--- src/rtl/cp0_exc_ctrl_if.sv ---
// mfc0/mtc0 access bus between the datapath (master) and the CP0 block (slave).
interface cp0_exc_ctrl_if;
    logic        cp0_we;
    logic [4:0]  cp0_sel;
    logic [31:0] cp0_wdata;
    logic [31:0] cp0_rdata;

    modport master (output cp0_we, cp0_sel, cp0_wdata, input cp0_rdata);
    modport slave  (input cp0_we, cp0_sel, cp0_wdata, output cp0_rdata);
endinterface

--- src/rtl/cp0_exc_ctrl.sv ---
// CP0 exception/interrupt controller: SR, Cause, EPC, PRId, boundary decision and eret.
// Optional Count/Compare timer enabled by defining CP0_TIMER_EN.
module cp0_exc_ctrl #(
    parameter logic [31:0] EXC_VECTOR = 32'h0000_0180,
    parameter logic [31:0] PRID       = 32'h2019_0300
) (
    input  logic               clk,
    input  logic               rst,
    input  logic [5:0]         hw_int,
    input  logic               exc_req,
    input  logic [4:0]         exc_code,
    input  logic               insn_done,
    input  logic [31:0]        pc_cur,
    input  logic               eret,
    cp0_exc_ctrl_if.slave      bus,
    output logic               take_exc,
    output logic [31:0]        exc_pc,
    output logic               exl
);

    localparam logic [0:0] S_IDLE = 1'b0;
    localparam logic [0:0] S_TAKE = 1'b1;

    logic [0:0]  state_q, state_d;
    logic [5:0]  im_q, im_d;
    logic        ie_q, ie_d;
    logic        exl_q, exl_d;
    logic [5:0]  ip_q, ip_d;
    logic [4:0]  code_q, code_d;
    logic [29:0] epc_q, epc_d;

    logic wr_sr, wr_epc, irq_pend, boundary, entry, timer_ip;
    logic unused_pc;

    assign unused_pc = ^pc_cur[1:0];
    assign wr_sr     = bus.cp0_we && (bus.cp0_sel == 5'd12);
    assign wr_epc    = bus.cp0_we && (bus.cp0_sel == 5'd14);

`ifdef CP0_TIMER_EN
    logic [31:0] count_q, count_d, compare_q, compare_d;
    logic        hit_q, hit_d;
    logic        wr_count, wr_compare;

    assign wr_count   = bus.cp0_we && (bus.cp0_sel == 5'd9);
    assign wr_compare = bus.cp0_we && (bus.cp0_sel == 5'd11);
    assign timer_ip   = hit_q;

    always_comb begin
        count_d   = wr_count ? bus.cp0_wdata : count_q + 32'd1;
        compare_d = wr_compare ? bus.cp0_wdata : compare_q;
        // Compare==0 means the timer is disarmed; writing Compare acknowledges the hit
        hit_d     = wr_compare ? 1'b0
                  : (hit_q | ((count_q == compare_q) && (compare_q != 32'd0)));
    end

    always_ff @(posedge clk or negedge rst) begin
        if (!rst) begin
            count_q   <= 32'd0;
            compare_q <= 32'd0;
            hit_q     <= 1'b0;
        end else begin
            count_q   <= count_d;
            compare_q <= compare_d;
            hit_q     <= hit_d;
        end
    end
`else
    assign timer_ip = 1'b0;
`endif

    always_comb begin
        ip_d     = {hw_int[5] | timer_ip, hw_int[4:0]};
        irq_pend = (|(ip_q & im_q)) & ie_q & ~exl_q;
        boundary = (state_q == S_IDLE) & insn_done;
        // eret boundary never enters, so the returning instruction is not re-interrupted
        entry    = boundary & ~eret & ~exl_q & (exc_req | irq_pend);

        im_d   = im_q;
        ie_d   = ie_q;
        exl_d  = exl_q;
        epc_d  = epc_q;
        code_d = code_q;

        if (wr_sr) begin
            im_d  = bus.cp0_wdata[15:10];
            exl_d = bus.cp0_wdata[1];
            ie_d  = bus.cp0_wdata[0];
        end
        if (wr_epc)
            epc_d = bus.cp0_wdata[31:2];
        if (boundary && eret)
            exl_d = 1'b0;
        if (entry) begin
            epc_d  = pc_cur[31:2];
            exl_d  = 1'b1;
            code_d = exc_req ? exc_code : 5'd0;
        end
        state_d = entry ? S_TAKE : S_IDLE;
    end

    always_ff @(posedge clk or negedge rst) begin
        if (!rst) begin
            state_q <= S_IDLE;
            im_q    <= 6'd0;
            ie_q    <= 1'b0;
            exl_q   <= 1'b0;
            ip_q    <= 6'd0;
            code_q  <= 5'd0;
            epc_q   <= 30'd0;
        end else begin
            state_q <= state_d;
            im_q    <= im_d;
            ie_q    <= ie_d;
            exl_q   <= exl_d;
            ip_q    <= ip_d;
            code_q  <= code_d;
            epc_q   <= epc_d;
        end
    end

    assign take_exc = (state_q == S_TAKE);
    assign exc_pc   = take_exc ? EXC_VECTOR : {epc_q, 2'b00};
    assign exl      = exl_q;

    always_comb begin
        case (bus.cp0_sel)
            5'd12:   bus.cp0_rdata = {16'd0, im_q, 8'd0, exl_q, ie_q};
            5'd13:   bus.cp0_rdata = {16'd0, ip_q, 3'd0, code_q, 2'd0};
            5'd14:   bus.cp0_rdata = {epc_q, 2'b00};
            5'd15:   bus.cp0_rdata = PRID;
`ifdef CP0_TIMER_EN
            5'd9:    bus.cp0_rdata = count_q;
            5'd11:   bus.cp0_rdata = compare_q;
`endif
            default: bus.cp0_rdata = 32'd0;
        endcase
    end

endmodule

--- src/flat_wrapper.sv ---
// flat-port wrapper written by rule: the top's interface ports become plain ports
module cp0_exc_ctrl_flat 
#(
    parameter logic [31:0] EXC_VECTOR = 32'h0000_0180,
    parameter logic [31:0] PRID       = 32'h2019_0300
)
  (clk, rst, hw_int, exc_req, exc_code, insn_done, pc_cur, eret, take_exc, exc_pc, exl, bus_cp0_we, bus_cp0_sel, bus_cp0_wdata, bus_cp0_rdata);
  cp0_exc_ctrl_if bus_i ();
  input  logic clk;
  input  logic rst;
  input  logic [5:0] hw_int;
  input  logic exc_req;
  input  logic [4:0] exc_code;
  input  logic insn_done;
  input  logic [31:0] pc_cur;
  input  logic eret;
  output logic take_exc;
  output logic [31:0] exc_pc;
  output logic exl;
  input wire logic [$bits(bus_i.cp0_we)-1:0] bus_cp0_we;
  input wire logic [$bits(bus_i.cp0_sel)-1:0] bus_cp0_sel;
  input wire logic [$bits(bus_i.cp0_wdata)-1:0] bus_cp0_wdata;
  output wire logic [$bits(bus_i.cp0_rdata)-1:0] bus_cp0_rdata;
  assign bus_i.cp0_we = bus_cp0_we;
  assign bus_i.cp0_sel = bus_cp0_sel;
  assign bus_i.cp0_wdata = bus_cp0_wdata;
  assign bus_cp0_rdata = bus_i.cp0_rdata;
  cp0_exc_ctrl #(.EXC_VECTOR(EXC_VECTOR), .PRID(PRID)) u_core (.clk(clk), .rst(rst), .hw_int(hw_int), .exc_req(exc_req), .exc_code(exc_code), .insn_done(insn_done), .pc_cur(pc_cur), .eret(eret), .bus(bus_i), .take_exc(take_exc), .exc_pc(exc_pc), .exl(exl));
endmodule
--- config.mk ---
export PLATFORM = sky130hd
export DESIGN_NAME = cp0_exc_ctrl_flat
export DESIGN_NICKNAME = d
export VERILOG_FILES = /design/src/rtl/cp0_exc_ctrl_if.sv /design/src/rtl/cp0_exc_ctrl.sv /design/src/flat_wrapper.sv
export SDC_FILE = /design/constraint.sdc
export NUM_CORES = 1
export LEC_CHECK = 0
export ABC_AREA = 1
export BUFFER_PORTS_ARGS = -buffer_cell sky130_fd_sc_hd__buf_4
export CAP_MARGIN = 40
export CORE_UTILIZATION = 50
export CTS_CLUSTER_DIAMETER = 30
export DETAILED_ROUTE_END_ITERATION = 16
export PLACE_DENSITY = 0.86
export RECOVER_POWER = 100
export SKIP_CTS_REPAIR_TIMING = 1
export SYNTH_ARGS = -nofsm -noshare
export SYNTH_HDL_FRONTEND = slang
export SYNTH_SLANG_ARGS = --single-unit
--- constraint.sdc ---
create_clock -name clk -period 4.2 [get_ports clk]
set_input_delay 0.21 -clock clk [delete_from_list [all_inputs] [get_ports clk]]
set_output_delay 0.21 -clock clk [all_outputs]
set_load 0.03 [all_outputs]
; ---- Yosys cells after proc, flatten, opt, wreduce, memory -nomap -nowiden
; Index checks and enable logic that the tools add are counted.
[totals]
reg_bits = 50
input_bits = 86
wordCells = 37
[classes]
n_eq_ne = 4
n_mux = 9
bitwise_logic = 11
reduce_logical = 6
[op_table]
columns = operator, n
row1 = $pmux 32 s4, 1
row2 = $mux 30, 2
row3 = $mux 32, 1
row4 = $eq 5x4->1 const B, 4
row5 = $and 1x1->1, 6
row6 = $and 6x6->6, 1
row7 = $reduce_or 6->1, 1
row8 = $mux 5, 1
row9 = $mux 1, 4
row10 = $logic_and 1x1->1, 3
row11 = $not 1->1, 3
row12 = $reduce_bool 3->1, 1
row13 = $reduce_bool 2->1, 1
row14 = $or 1x1->1, 1

; ---- Longest topological paths before layout
[logic_depth]
word_depth = 7
depth_mapped = 11

; ---- Worst setup path before layout
; OpenSTA, ideal clock, no wires.
[synth_path]
path_kind = register to output
start = register u_core.state_q, in the netlist u_core.take_exc
end = output port exc_pc[11]
t_arrival_ps = 1377
t_required_ps = 3990
slack_ps = 2613
path_stages_with_launch = 4
path_buffers = 2
path_cell_list = dfrtp_1 clkbuf_1 buf_1 nor2_1
[synth_between]
elab_chain_len = 1
[synth_lines]
columns = element, line_no
row1 = "start, declared", cp0_exc_ctrl.sv:24  ; logic [0:0] state_q, state_d;
row2 = "start signal, assigned", cp0_exc_ctrl.sv:111  ; state_q <= state_d;
row3 = $mux 32, cp0_exc_ctrl.sv:122  ; assign exc_pc = take_exc ? EXC_VECTOR : {epc_q, 2'b00};
row4 = "end, declared", flat_wrapper.sv:18  ; output logic [31:0] exc_pc;
; Every way passes these cells.

; ---- Worst setup path after layout
[layout_path]
start = input port bus_cp0_sel[2]
end = register u_core.epc_q[7]
[layout_between]
elab_chain_len = 3
[layout_lines]
columns = element, line_no
row1 = "start, declared", flat_wrapper.sv:21  ; input wire logic [$bits(bus_i.cp0_sel)-1:0] bus_cp0_sel;
row2 = $eq 5x4->1, cp0_exc_ctrl.sv:37  ; assign wr_epc = bus.cp0_we && (bus.cp0_sel == 5'd14);
row3 = $logic_and 1x1->1, cp0_exc_ctrl.sv:37
row4 = $reduce_bool 2->1 (no line), --
row5 = "end signal, assigned", cp0_exc_ctrl.sv:117  ; epc_q <= epc_d;
row6 = "end, declared", cp0_exc_ctrl.sv:30  ; logic [29:0] epc_q, epc_d;
; Every way passes these cells.
; A chain may end at the register's enable or synchronous reset.

==> qor.csv <==
metric;value;unit
outcome;finished, final reports clean;
reg2reg_depth;8;
vias;3433;
post-route-min-period;2.966;ns
synth_seq_cells;50;
cts_buffers;5;
setup_tns;0;ns
crit_family;buffers and inverters;
antenna_found_initial;0;
setup_violations;0;
place_inst;679;
nFillCells;552;
cts_max_path_buffers;2;
cts_tree;yes;
via_per_inst;4.947;
reg2reg_slack;1.66;ns
crit_path_end_kind;flip-flop;
dp_hpwl;6166;um
clkSinkCount;50;
grt_pass1_vias;3138;
yosys_warnings;0;
rsz0062_at_grt;false;
multi_input_area;1366;um^2
root_buffer;clkbuf_8;
power.density;506.3;nW/um^2
max_freq;0.3371;GHz
grt_pass1_wl;13850;um
critPathKind;primary input to flip-flop;
htreeDepth;2;
startpoint_type;primary input;
leakage;2.397;nW
cp-startpoint;bus_cp0_sel[2];
min_path_cells;3;
crit_path_max_incr_delay;1.05;ns
start_util;51.59;%
crit_arrival;3.21;ns
syn_area;3037;um^2
dieArea;6389;um^2
clk-insertion-delay-late;0.31;ns
fp.dieW;79.93;um
slew_headroom;2.908;%
diodes;0;
core;5886;um^2
grtUsageTotal;27.89;%
grt_max_degree;51;
synth_seq_area_share;41.20;%
die_h;79.93;um
syn_area_per_cell;6.366;um^2
finalHoldWorstSlack;0.1079;ns
r2r-end;u_core.epc_q[7];
nets;704;
drive_above_1_share;16.16;%
hold_violations;0;
path_clk_slew;0.10;ns
min_path_type;primary input to flip-flop;
regArea;1251;um^2
crit_cells;11;
tightest_slew;1.456;ns
firstDrtPassIters;5;
syn_inst;477;
drc_errors;0;
finish.utilization;69.96;%
holdPathEnd;u_core.im_q[0];
crit_chain;buf_4, nand2_1, nor2_1, nand2_1, clkbuf_1, nor2_2, buf_4, inv_1, clkbuf_1, nand3_1, nand2_1;
crit_required;4.45;ns
port_buffers;147;
path_max_fanout;31;
crit_path_top_delay_cell;clkbuf_1;
max_cap_violations;0;
gp_congestion;0.8456;
stdcell_count;694;
io_pins;152;
wire_per_inst;12.67;um
finalWirelength;8790;um
ir_drop;0.0003159;V
grt-ovfl-total;0;
ant_nets;0;
synth_cell_types;16;
critPathBufInv;5;
crit_top_cell;nand2_1;
drtIter0Drc;197;
slew_viol_final;0;
syn2layout_area_growth;35.60;%
period_share;70.63;%
rows;28;
r2r-start;u_core.take_exc;
clock_skew;0.01089;ns
worstHoldStart;bus_cp0_wdata[10];
## sequential cells by signal (all words and copies together), names as in the netlist
signal	flops
u_core.epc_q	30
u_core.im_q	6
u_core.ip_q	6
u_core.code_q	5
u_core.exl	1
u_core.ie_q	1
u_core.take_exc	1
## how the worst max path moves through the flow
stage | to | slack [ns]
final | u_core.epc_q[7] | 1.23
after global routing | u_core.epc_q[18] | 0.94
after CTS | u_core.epc_q[24] | 2.02
after detailed placement | u_core.epc_q[24] | 2.06
after global placement | u_core.epc_q[15] | 2.03
after floorplan | exc_pc[11] | 2.61
## power breakdown
group | leakage (nW) | switching (mW) | internal [mW] | total, mW
clock network | 0.0683 | 0.167 | 0.239 | 0.406
registers | 0.600 | 0.104 | 0.651 | 0.756
logic | 1.73 | 0.657 | 0.266 | 0.923
total | 2.40 | 0.929 | 1.16 | 2.08
## metrics by stage
| step | instance area (um^2) | worst slack, ns | power, mW |
|---|---|---|---|
| final | 4118 | 1.234 | 2.085 |
| after global routing | 4118 | 0.9361 | 2.220 |
| after CTS | 4304 | 2.020 | 2.212 |
| after floorplan | 3040 | 2.613 | 1.413 |
| after detailed placement | 4167 | 2.061 | 1.806 |
| after global placement | 4151 | 2.035 | 1.776 |
## synth_stat cells (all sizes together)
library cell / count / area (um^2)
dfrtp: 50 / 1251
nand3: 66 / 330.3
conb: 1 / 3.750
clkbuf: 13 / 48.80
nand2: 189 / 709.4
inv: 73 / 274.0
o211ai: 7 / 52.55
buf: 15 / 100.1
nor3: 1 / 16.27
nor2: 50 / 190.2
o21ai: 12 / 60.06
## worst register-to-register path: stages, from the launching register on
cell and delay (ns):
dfrtp_1 0.41, inv_2 0.09, nand2_1 0.08, nor3_4 0.11, buf_4 0.37, nand2_1 0.76
buf_12 0.45, nand3_1 0.09, nand2_1 0.07
## layer usage
layer  share of wire (%)  global-route usage [%]  wire (um)  vias up
li1                    -                       -          -     1708
met1                  42                   32.68       3699     1572
met2                  49                   50.77       4295      134
met3                 6.5                   3.771        573       19
met4                 2.5                   11.43        221        0
met5                   0                       0          0        -
## placed cells by master (no fill, tap or decap)
master and instances:
inv_1 72, conb_1 2, clkinv_4 1, bufinv_16 2
nor2_2 1, inv_2 1, buf_12 1, nor3_4 1
clkbuf_4 7, clkbuf_8 5, o21ai_0 12, dfrtp_1 50
nand3_1 66, dlygate4sd3_1 7, nor2_1 49, clkbuf_1 65
nand2_1 189, o211ai_1 7, buf_4 81
## final cells by class
cell class | count | share of cell area (%)
multi-input cells | 327 | 33.18
flip-flops and latches | 50 | 30.39
repair buffers | 161 | 24.16
inverters | 73 | 6.655
well taps | 75 | 2.279
clock buffers | 5 | 1.671
clock inverters | 3 | 1.671
## cell families after synthesis
group / count (synthesis) / synth area share [%]
other cells: 1 / 0.1235
buf+inv: 101 / 13.93
compound gates: 19 / 3.708
simple gates: 306 / 41.04
flops: 50 / 41.20
Power figures use the tool's default switching activity.
